<file path="config.mk">
export PLATFORM = sky130hd
export DESIGN_NAME = bfly_cmult_seq
export DESIGN_NICKNAME = d
export VERILOG_FILES = /design/src/rtl/bfly_pkg.sv /design/src/rtl/sign_mult.sv /design/src/rtl/bfly_cmult_seq.sv
export SDC_FILE = /design/constraint.sdc
export NUM_CORES = 1
export LEC_CHECK = 0
export ABC_AREA = 1
export BUFFER_PORTS_ARGS = -buffer_cell sky130_fd_sc_hd__buf_2
export CAP_MARGIN = 20
export CORE_ASPECT_RATIO = 0.75
export CORE_MARGIN = 3
export CORE_UTILIZATION = 35
export DETAILED_ROUTE_END_ITERATION = 10
export SLEW_MARGIN = 20
export SYNTH_ARGS = -nofsm -noshare
export SYNTH_HDL_FRONTEND = slang
export SYNTH_HIERARCHICAL = 1
export SYNTH_SLANG_ARGS = --single-unit
</file>
<file path="constraint.sdc">
create_clock -name clk -period 11.1 [get_ports clk]
set_input_delay 1.665 -clock clk [delete_from_list [all_inputs] [get_ports clk]]
set_output_delay 1.665 -clock clk [all_outputs]
set_load 0.02 [all_outputs]
</file>
<file path="src/rtl/bfly_pkg.sv">
// Shared types and constants for the radix-2 butterfly sequencer.
package bfly_pkg;

  localparam int DATA_W    = 16;
  localparam int FRAC_BITS = 6;

  localparam logic [DATA_W-1:0] Q_ONE     = 16'h0040;
  localparam logic [DATA_W-1:0] Q_NEG_ONE = 16'hFFC0;

  // One state per shared-multiplier pass, then the sum and hand-off states.
  typedef enum logic [2:0] {
    ST_IDLE,
    ST_M0,
    ST_M1,
    ST_M2,
    ST_M3,
    ST_SUM,
    ST_DONE
  } bfly_state_t;

endpackage

</file>
<file path="src/rtl/sign_mult.sv">
// 16x16 Q9.6 multiplier working on magnitudes, result re-signed on the low
// 15 bits. A zero magnitude with differing signs yields 0x8000.
module sign_mult
  import bfly_pkg::*;
(
  input  logic [15:0] a,
  input  logic [15:0] b,
  output logic [15:0] p
);

  logic [14:0] a_mag;
  logic [14:0] b_mag;
  logic [29:0] full;
  logic [14:0] mag;
  logic        sgn;

  assign a_mag = 15'(a[15] ? (~a + 16'd1) : a);
  assign b_mag = 15'(b[15] ? (~b + 16'd1) : b);
  assign full  = {15'd0, a_mag} * {15'd0, b_mag};
  assign mag   = 15'(full >> FRAC_BITS);
  assign sgn   = a[15] ^ b[15];
  assign p     = {sgn, sgn ? (~mag + 15'd1) : mag};

endmodule

</file>
<file path="src/rtl/bfly_cmult_seq.sv">
// Radix-2 butterfly X = A + B*W, Y = A - B*W. One shared multiplier is
// stepped through the four real products, then the sums are registered.
module bfly_cmult_seq
  import bfly_pkg::*;
#(
  parameter int DATA_W = bfly_pkg::DATA_W
) (
  input  logic              clk,
  input  logic              rst,
  input  logic              in_valid,
  output logic              in_ready,
  input  logic [DATA_W-1:0] ar,
  input  logic [DATA_W-1:0] ai,
  input  logic [DATA_W-1:0] br,
  input  logic [DATA_W-1:0] bi,
  input  logic [DATA_W-1:0] wr,
  input  logic [DATA_W-1:0] wi,
  output logic              out_valid,
  input  logic              out_ready,
  output logic [DATA_W-1:0] xr,
  output logic [DATA_W-1:0] xi,
  output logic [DATA_W-1:0] yr,
  output logic [DATA_W-1:0] yi,
  output logic              busy
);

  bfly_state_t state_q, state_d;

  logic [DATA_W-1:0] ar_q, ai_q, br_q, bi_q, wr_q, wi_q;
  logic [DATA_W-1:0] p0_q, p1_q, p2_q, p3_q;
  logic [DATA_W-1:0] mult_a, mult_b, prod, prod_fix;
  logic [DATA_W-1:0] tr, ti;
  logic              accept;

  assign in_ready  = !rst && ((state_q == ST_IDLE) || (state_q == ST_DONE && out_ready));
  assign accept    = in_valid && in_ready;
  assign busy      = (state_q != ST_IDLE);
  assign out_valid = (state_q == ST_DONE);

  // State register.
  always_ff @(posedge clk) begin
    // NOTE: sequential state uses <= so every register samples pre-edge values.
    if (rst) state_q <= ST_IDLE;
    else     state_q <= state_d;
  end

  // Next-state logic: fixed walk through the products, hand-off in DONE.
  always_comb begin
    // NOTE: default first so no path leaves state_d unassigned (no latch).
    state_d = state_q;
    case (state_q)
      ST_IDLE: if (accept) state_d = ST_M0;
      ST_M0:   state_d = ST_M1;
      ST_M1:   state_d = ST_M2;
      ST_M2:   state_d = ST_M3;
      ST_M3:   state_d = ST_SUM;
      ST_SUM:  state_d = ST_DONE;
      ST_DONE: if (out_ready) state_d = accept ? ST_M0 : ST_IDLE;
      default: state_d = ST_IDLE;
    endcase
  end

  // Operand capture on accept.
  always_ff @(posedge clk) begin
    // NOTE: operand registers carry no reset; they are always written on
    // accept before any state reads them.
    if (accept) begin
      ar_q <= ar;
      ai_q <= ai;
      br_q <= br;
      bi_q <= bi;
      wr_q <= wr;
      wi_q <= wi;
    end
  end

  // Operand mux feeding the shared multiplier.
  always_comb begin
    mult_a = br_q;
    mult_b = wr_q;
    case (state_q)
      ST_M1: begin mult_a = bi_q; mult_b = wi_q; end
      ST_M2: begin mult_a = br_q; mult_b = wi_q; end
      ST_M3: begin mult_a = bi_q; mult_b = wr_q; end
      default: ;
    endcase
  end

  sign_mult u_mult (
    .a (mult_a),
    .b (mult_b),
    .p (prod)
  );

  // A negative zero from the multiplier becomes a true zero.
  assign prod_fix = (prod[DATA_W-2:0] == '0) ? '0 : prod;

  // Product registers, one per multiplier pass.
  always_ff @(posedge clk) begin
    if (rst) begin
      p0_q <= '0;
      p1_q <= '0;
      p2_q <= '0;
      p3_q <= '0;
    end else begin
      case (state_q)
        ST_M0:   p0_q <= prod_fix;
        ST_M1:   p1_q <= prod_fix;
        ST_M2:   p2_q <= prod_fix;
        ST_M3:   p3_q <= prod_fix;
        default: ;
      endcase
    end
  end

  // Twiddle product B*W; all adds wrap at 16 bits.
  assign tr = p0_q - p1_q;
  assign ti = p2_q + p3_q;

  // Butterfly outputs, registered in SUM and held through DONE.
  always_ff @(posedge clk) begin
    if (rst) begin
      xr <= '0;
      xi <= '0;
      yr <= '0;
      yi <= '0;
    end else if (state_q == ST_SUM) begin
      xr <= ar_q + tr;
      xi <= ai_q + ti;
      yr <= ar_q - tr;
      yi <= ai_q - ti;
    end
  end

endmodule
</file>
; Word level (Yosys, flattened, before mapping)
; Index checks and enable logic that the tools add are counted.
[word_totals]
wordCells = 58
in_bits = 100
regBits = 227
[classes]
n_addsub = 9
eq_ne = 8
bitwise_logic = 4
n_mux = 10
reduce_logical = 11
mul = 1
[op_table]
columns = op, count
row1 = 16-bit adder, 3
row2 = 16-bit 2-to-1 mux, 3
row3 = 16-bit subtractor, 3
row4 = 15-bit by 1-bit adder with 15-bit output (second input constant), 3
row5 = 15-bit 2-to-1 mux, 3
row6 = 15-bit inverter, 3
row7 = 15-bit by 15-bit multiplier with 21-bit output, 1
row8 = 3-bit case mux with 7 select lines, 1
row9 = 15-bit zero test, 1
row10 = 3-bit equality test (second input constant), 3
row11 = 3-bit by 2-bit equality test with 1-bit output (second input constant), 2
row12 = 3-bit 2-to-1 mux, 2
row13 = 2-bit OR reduction, 2
row14 = 3-bit by 1-bit equality test with 1-bit output (second input constant), 1
row15 = 1-bit logical AND, 3
row16 = 3-bit zero test, 1
row17 = 3-bit nonzero test, 1
row18 = 2-bit by 1-bit != test with 1-bit output (second input constant), 1
row19 = 2-bit != test (second input constant), 1
row20 = 2-bit AND reduction, 1
row21 = 1-bit zero test, 1
row22 = 1-bit logical OR, 1
row23 = 1-bit 2-to-1 mux, 1
row24 = 1-bit bitwise XOR, 1

; Longest topological paths before layout
; Gate-level depths: netlist of run 1.
[logic_depth]
word_depth = 12
depth_mapped = 52

; Hierarchy
; Netlist of run 1, hierarchy kept.
[modules_own_cells]
columns = mod, cells_each, seq_area_each_um2, area_each_um2, n_inst
row1 = bfly_cmult_seq, 1611, 5465.2, 12962.4, 1
row2 = sign_mult, 1067, 0.0, 7249.5, 1

; Worst setup path before layout of run 1
; OpenSTA, ideal clock, no wires.
[synth_path]
path_type = register to register
start = reg state_q[1]
end = reg p0_q[15]
n_path_buf = 1
synth_period_minus_slack_ns = 8.032
arrival_time_ns = 7.906
setup_slack_ns = 3.068
stages_incl_launch_ff = 51
path_cell_list = dfxtp_1 > inv_2 > nor2_4 > inv_4 > nor2_4 > inv_4 > nand2_4 > mux2_2 > inv_2 > clkbuf_1 > ha_1 > nand2_1 > o21ai_1 > or2_2 > nand2_1 > inv_1 > nor2_1 > fa_1 > [... 15 more ...] > nor2_1 > nand3_1 > nand2_1 > nand2_1 > nand2_1 > nand2_1 > nand2_2 > nand3_1 > nand2_1 > nand4_2 > nor2_1 > nand3_1 > nand2_1 > inv_1 > nor3_1 > nand4_1 > nand2_1 > a21oi_1
[synth_between]
elab_chain_len = 12
word_cells_on_any_way = 21
[synth_lines]
columns = element, line_no
row1 = start: declaration, bfly_cmult_seq.sv:27  ; bfly_state_t state_q, state_d;
row2 = start signal: assignment, bfly_cmult_seq.sv:44  ; else state_q <= state_d;
row3 = 3-bit equality test / 3-bit by 2-bit equality test with 1-bit output (equally long branches), bfly_cmult_seq.sv:81  ; case (state_q)
row4 = 2-bit OR reduction (no line) (*), n/a
row5 = 16-bit 2-to-1 mux (*), bfly_cmult_seq.sv:81
row6 = net mult_a[0], bfly_cmult_seq.sv:31  ; logic [DATA_W-1:0] mult_a, mult_b, prod, prod_fix;
row7 = 15-bit inverter, sign_mult.sv:17  ; assign a_mag = 15'(a[15] ? (~a + 16'd1) : a);
row8 = 15-bit by 1-bit adder with 15-bit output, sign_mult.sv:17
row9 = 15-bit 2-to-1 mux (*), sign_mult.sv:17
row10 = 15-bit by 15-bit multiplier with 21-bit output (*), sign_mult.sv:19  ; assign full = {15'd0, a_mag} * {15'd0, b_mag};
row11 = 15-bit inverter, sign_mult.sv:22  ; assign p = {sgn, sgn ? (~mag + 15'd1) : mag};
row12 = 15-bit by 1-bit adder with 15-bit output, sign_mult.sv:22
row13 = 15-bit 2-to-1 mux (*), sign_mult.sv:22
row14 = net prod[14], bfly_cmult_seq.sv:31
row15 = 15-bit zero test (*), bfly_cmult_seq.sv:96  ; assign prod_fix = (prod[DATA_W-2:0] == '0) ? '0 : prod;
row16 = 16-bit 2-to-1 mux (*), bfly_cmult_seq.sv:96
row17 = end signal: assignment, bfly_cmult_seq.sv:107  ; ST_M0: p0_q <= prod_fix;
row18 = end: declaration, bfly_cmult_seq.sv:30  ; logic [DATA_W-1:0] p0_q, p1_q, p2_q, p3_q;
; Mark *: on every way through the listed nets, which the timed path passes. The rest lies on a longest branch.
; A chain may end at the register's enable or synchronous reset.

; Final worst setup path of run 1
[layout_path]
start = reg state_q[1]
end = reg p3_q[15]
[layout_between]
elab_chain_len = 12
word_cells_on_any_way = 20
[layout_lines]
columns = element, line_no
row1 = 3-bit equality test / 3-bit by 2-bit equality test with 1-bit output (equally long branches), bfly_cmult_seq.sv:81
row2 = 2-bit OR reduction (no line) (*), n/a
row3 = 16-bit 2-to-1 mux (*), bfly_cmult_seq.sv:81
row4 = net mult_a[0], bfly_cmult_seq.sv:31
row5 = 15-bit inverter, sign_mult.sv:17
row6 = 15-bit by 1-bit adder with 15-bit output, sign_mult.sv:17
row7 = 15-bit 2-to-1 mux (*), sign_mult.sv:17
row8 = 15-bit by 15-bit multiplier with 21-bit output (*), sign_mult.sv:19
row9 = 15-bit inverter, sign_mult.sv:22
row10 = 15-bit by 1-bit adder with 15-bit output, sign_mult.sv:22
row11 = 15-bit 2-to-1 mux (*), sign_mult.sv:22
row12 = net prod[14], bfly_cmult_seq.sv:31
row13 = 15-bit zero test (*), bfly_cmult_seq.sv:96
row14 = 16-bit 2-to-1 mux (*), bfly_cmult_seq.sv:96
row15 = end signal: assignment, bfly_cmult_seq.sv:110  ; ST_M3: p3_q <= prod_fix;
row16 = end: declaration, bfly_cmult_seq.sv:30
; Marks and branches as above.

==> impl_metrics.json, run 1 <==
{
  "setup_violations": 0,
  "synth_area_leaders": "edfxtp_1, fa_1, dfxtp_1",
  "required_ps": 11500,
  "wl_um": 52800,
  "startpoint_type": "flip-flop",
  "ios": 167,
  "path_common_cell": "nand2_1",
  "syn-mean-instance-area_um2": 7.547,
  "clkSinkCount": 225,
  "fp.dieArea_um2": 60700,
  "critPathKind": "flip-flop to flip-flop",
  "synth_cell_type_count": 57,
  "r2r_setup_slack_ps": 1290,
  "dp_hpwl_um": 42550,
  "tightest_slew_ps": 1112,
  "ant_nets": 0,
  "grt_usage_pct": 17.40,
  "grt_setup_unrepaired": "false",
  "synth_edf_count": 96,
  "cts_resized": 0,
  "syn_to_final_growth_pct": 11.40,
  "syn_area_um2": 20210,
  "fin_tns_setup_ps": 0,
  "top_usage_layer": "met1",
  "synth_top_area_share_pct": 14.26,
  "antenna_found_initial": 0,
  "drc": 0,
  "insertion_delay_ps": 540,
  "holdCritStartpoint": "xr[7]",
  "min_path_type": "flip-flop to flip-flop",
  "cts_tree": "built",
  "cts_buffers": 24,
  "clk_pin_slew_ps": 60,
  "crit_arrival_ps": 10210,
  "synth_top_family_by_area": "adder cells",
  "r2r_end": "p3_q[15]",
  "die_h_um": 214.1,
  "root_buffer": "clkbuf_16",
  "ff2ff_path_depth": 41,
  "start_util_pct": 35.78,
  "cts_hold_buf": 0,
  "min_to": "xr[7]",
  "grt_max_degree": 104,
  "diodes": 0,
  "finClkSkew_ps": 15.73,
  "maxCapViolCount": 0,
  "slowest_stage": "xor2_1",
  "synth_compound_area_share_pct": 11.09,
  "grt_pass1_vias": 16310,
  "synthCells": 2678,
  "cts_max_level": 1,
  "rows": 75,
  "relSlewSlack_pct": 25.59,
  "status": "finished clean",
  "drtIter0Drc": 1517,
  "synth.most_common_cell": "nand2_1",
  "grt_pass1_wl_um": 86940,
  "period_share_pct": 88.38,
  "drt-vias-per-instance": 4.675,
  "place_congestion": 0.9250,
  "reg2reg_from": "state_q[1]",
  "met1_usage_pct": 26.79,
  "grt-ovfl-total": 0,
  "fin_nets": 3200,
  "critPathMaxStageDelay_ps": 870,
  "vias": 16810,
  "synth_warnings": 6,
  "routedWlPerCell_um": 14.69,
  "finalHoldViolations": 0,
  "slew_violations": 0,
  "synth.mux.area_fraction_pct": 1.077,
  "grt_use_met2_pct": 25.16,
  "io_buffers": 166,
  "cts_setup_buffers": 0,
  "fmax_mhz": 101.9,
  "final_layout_size_suffix_gt1_share_pct": 10.30,
  "coreArea_um2": 56490,
  "drt_first_pass_iters": 6,
  "synth-simple-area-share_pct": 22.48,
  "synthArstFlopShare_pct": 0,
  "worstSetupEndpointType": "flip-flop",
  "period_needed_ps": 9810,
  "ys_seq_elements": 225,
  "ys_seq_area_share_pct": 27.04,
  "synth_xor_xnor_area_share_pct": 3.485,
  "die_x_um": 283.5,
  "synth.largest_area_cell": "edfxtp_1",
  "syn-num-nets": 3070,
  "synthAdderAreaFrac_pct": 23.20,
  "grt_util_met3_pct": 3.985,
  "synth_commonest_cells": "nand2_1, inv_1, nor2_1",
  "critPathMaxFanout": 29,
  "hold-path-cell-count": 2,
  "clockBufferDepth": 3,
  "ys.flop_type": "dfxtp_1"
}
kinds of logic (layout without fill, tap and decap cells):
family                     after synthesis  in the layout
and+or+nand+nor                       1069           1069
buffers and inverters                  604            751
AOI/OAI and AO/OA                      398            398
adders and majority gates              292            292
DFF                                    225            225
xor gates and xnor gates                74             74
muxes                                   16             16
cell usage in the layout, fill, tap and decap left out, types with 4 or more instances in the layout:
cell type and count:
o21ai_1 6, or2_2 5, nand2_2 12, dfxtp_1 129, xor2_1 49, nor2_2 4
fa_1 138, nor4_1 5, o211ai_1 12, nand2_4 8, clkbuf_1 5, a31oi_1 4
nor2_4 5, a21o_1 10, o21bai_1 40, o21ai_0 139, a21oi_1 160, mux2_2 6
nand3b_1 16, nand4_1 13, buf_2 166, inv_1 518, inv_4 5, o21a_1 16
inv_2 11, nand2_1 599, ha_1 154, nor3_1 12, nor2_1 238, clkbuf_16 25
buf_4 8, nand3_1 137, mux2_4 10, clkinv_1 5, edfxtp_1 96, nand3_2 4
xnor2_1 19
worst max-delay path: cells and delay by family (launching register included):
kind	cells	cell delay, ps
AO/OA/AOI/OAI	4	680
XOR/XNOR	2	1080
adder cells (fa/ha/maj)	8	3470
buffers and inverters	9	860
flip-flops	1	380
multiplexers	1	440
AND/OR/NAND/NOR	17	2740
layout make-up:
type                       count  area (µm²)
multi-input combinational   1849       12400
fill                        5965       33980
clock buffer                  30       644.4
timing repair buffer         174       890.9
clock inverter                13       141.4
inverter                     534        2014
sequential                   225        5465
tap                          770       963.4
routing by layer:
metal	vias up	wire length [µm]
li1	8647	-
met1	7683	27120
met2	434	21140
met3	43	3954
met4	0	585
met5	-	0
stage by stage:
step / worst slack, ps / hold WS [ps] / cell area (µm²) / utilization, % / instances
2_1_floorplan: 3068 / 433.1 / 20210 / - / 2678
3_3_place_gp: 1597 / 482.3 / 21730 / 38.47 / 3552
3_5_place_dp: 1397 / 484.3 / 21730 / 38.47 / 3552
4_1_cts: 1347 / 494.8 / 22520 / 39.86 / 3595
5_1_grt: 474.3 / 527.4 / 22520 / 39.86 / 3595
6_report: 1290 / 500.4 / 22520 / 39.86 / 3595
worst max path at each step:
stage	startpoint	end	slack, ps
final	state_q[1]	p3_q[15]	1290
after global routing	state_q[1]	p3_q[15]	470
after CTS	state_q[1]	p3_q[15]	1350
after detailed placement	state_q[1]	p1_q[15]	1400
after global placement	state_q[1]	p3_q[15]	1600
after floorplan	state_q[1]	p0_q[15]	3070
Power of run 1 is left out: the tool's default activity adds up to more than one toggle a clock period on the data nets, which glitch-free logic cannot reach.
==> run 2, diff against run 1 <==
--- a/config.mk
+++ b/config.mk
@@ -15,5 +15,4 @@
 export SLEW_MARGIN = 20
 export SYNTH_ARGS = -nofsm -noshare
 export SYNTH_HDL_FRONTEND = slang
-export SYNTH_HIERARCHICAL = 1
 export SYNTH_SLANG_ARGS = --single-unit
==> impl_metrics.json, run 2 <==
{
  "drc": 0,
  "crit_family": "adder cells",
  "multi_input_comb_area_um2": 11850,
  "crit_arrival_ps": 9940,
  "ys.flop_type": "dfxtp_1",
  "wl_um": 50170,
  "cts_buffers": 25,
  "synth_warnings": 0,
  "drt_first_pass_iters": 7,
  "diodes": 0,
  "final_util_pct": 39.84,
  "cts_setup_buffers": 0,
  "ys_seq_elements": 225,
  "synthCells": 2431,
  "rows": 74,
  "synth_cell_type_count": 50,
  "period_share_pct": 86.12,
  "worst_slack_ps": 1540,
  "antenna_found_initial": 0,
  "maxCapViolCount": 0,
  "status": "finished clean",
  "fin_tns_setup_ps": 0,
  "cp.buffers_inverters": 5,
  "synth_commonest_cells": "inv_1, nand2_1, nor2_1",
  "start_util_pct": 35.63,
  "syn-mean-instance-area_um2": 8.020,
  "drtIter0Drc": 1064,
  "finalHoldViolations": 0,
  "ys_seq_area_share_pct": 28.03,
  "place_congestion": 0.9120,
  "grt_pass1_vias": 15810,
  "cts_hold_buf": 0,
  "clockBufferDepth": 3,
  "period_needed_ps": 9560,
  "tightest_slew_ps": 1076,
  "synthArstFlopShare_pct": 0,
  "die_h_um": 210.4,
  "critPathMaxStageDelay_ps": 780,
  "die_x_um": 278.5,
  "insertion_delay_ps": 560,
  "ios": 167,
  "synth.most_common_cell": "inv_1",
  "nFillCells": 5607,
  "drt-vias-per-instance": 4.820,
  "coreArea_um2": 54720,
  "fmax_mhz": 104.6,
  "worstSetupEndpointType": "flip-flop",
  "grt-ovfl-total": 0,
  "slowest_stage": "dfxtp_1",
  "syn-num-nets": 2817,
  "final_common_cell": "inv_1",
  "min_path_type": "flip-flop to flip-flop",
  "area.sequential_um2": 5465,
  "clkSinkCount": 225,
  "clk_pin_slew_ps": 60,
  "dp_slack_ps": 1760,
  "synth.largest_area_cell": "edfxtp_1",
  "final_cell_mix": "inv_1, nand2_1, nor2_1",
  "grt_pass1_wl_um": 81280,
  "fp.dieArea_um2": 58600,
  "whs_ps": 502.5,
  "fin_nets": 2953,
  "vias": 15950,
  "io_buffers": 166,
  "dp_hpwl_um": 39940,
  "syn_area_um2": 19500,
  "finClkSkew_ps": 38.91,
  "slew_violations": 0,
  "critPathKind": "flip-flop to flip-flop",
  "root_buffer": "clkbuf_16",
  "grt_setup_unrepaired": "false",
  "synth_area_leaders": "edfxtp_1, fa_1, dfxtp_1",
  "relSlewSlack_pct": 28.21,
  "cts_tree": "built",
  "critPathMaxFanout": 37,
  "grt_usage_pct": 16.99,
  "cts_max_level": 1,
  "setup_violations": 0,
  "syn_to_final_growth_pct": 11.81,
  "synth_top_area_share_pct": 14.79,
  "final_layout_size_suffix_gt1_share_pct": 14.00,
  "synth_edf_count": 96,
  "grt_max_degree": 100,
  "cts_resized": 0,
  "startpoint_type": "flip-flop",
  "routedWlPerCell_um": 15.17,
  "required_ps": 11480,
  "ant_nets": 0
}
[run 2: cell types whose count changed in the layout (fill, tap and decap cells not counted), moves of 28 or more]
cell and change:
a21oi_1 -28, o21bai_1 +30, nand2_1 -209, inv_1 -51
nand2_2 +38, xor2_1 +36, nand3_1 -47
[run 2: cell families after synthesis]
family | after synthesis | synth area share [%]
AOI/OAI and AO/OA | 399 | 11.85
xor gates and xnor gates | 108 | 5.044
adders and majority gates | 286 | 23.67
buffers and inverters | 558 | 11.29
DFF | 225 | 28.03
and+or+nand+nor | 855 | 20.12
[run 2: final timing paths]
check	startpoint	endpoint	slack, ps	cells after the start
hold reg to reg	yi[4]	yi[4]	500	2
setup / recovery	state_q[1]	p3_q[15]	1540	35
setup reg to reg	state_q[1]	p3_q[15]	1540	35
hold / removal	yi[4]	yi[4]	500	2
[run 2: worst register-to-register path, delay by kind of cell (launching register included)]
| family | cells | cell delay, ps |
|---|---|---|
| buffers and inverters | 5 | 1000 |
| AO/OA/AOI/OAI | 4 | 640 |
| adder cells (fa/ha/maj) | 7 | 3510 |
| AND/OR/NAND/NOR | 18 | 2890 |
| XOR/XNOR | 1 | 560 |
| flip-flops | 1 | 780 |
[run 2: through the flow]
stage | instance area, µm² | std cells
floorplan | 19500 | 2431
global placement | 20980 | 3262
detailed placement | 20980 | 3262
CTS | 21800 | 3308
global route | 21800 | 3308
finish | 21800 | 3308
[run 2: metal layers]
metal  GRT usage, %  up-vias  wire length, µm
met5              0        -                0
met1          24.63     7589            24300
met2          26.88      412            22020
li1               -     7893                -
met4          3.457        0              772
met3          2.757       52             3082
[run 2: area by class of cell]
type / instances / area share [%]
multi-input cells: 1648 / 54.34
flip-flops and latches: 225 / 25.07
inverters: 489 / 8.455
repair buffers: 178 / 4.225
well taps: 722 / 4.144
clock buffers: 32 / 3.191
clock inverters: 14 / 0.5740
Power of run 2 is left out for the same reason.
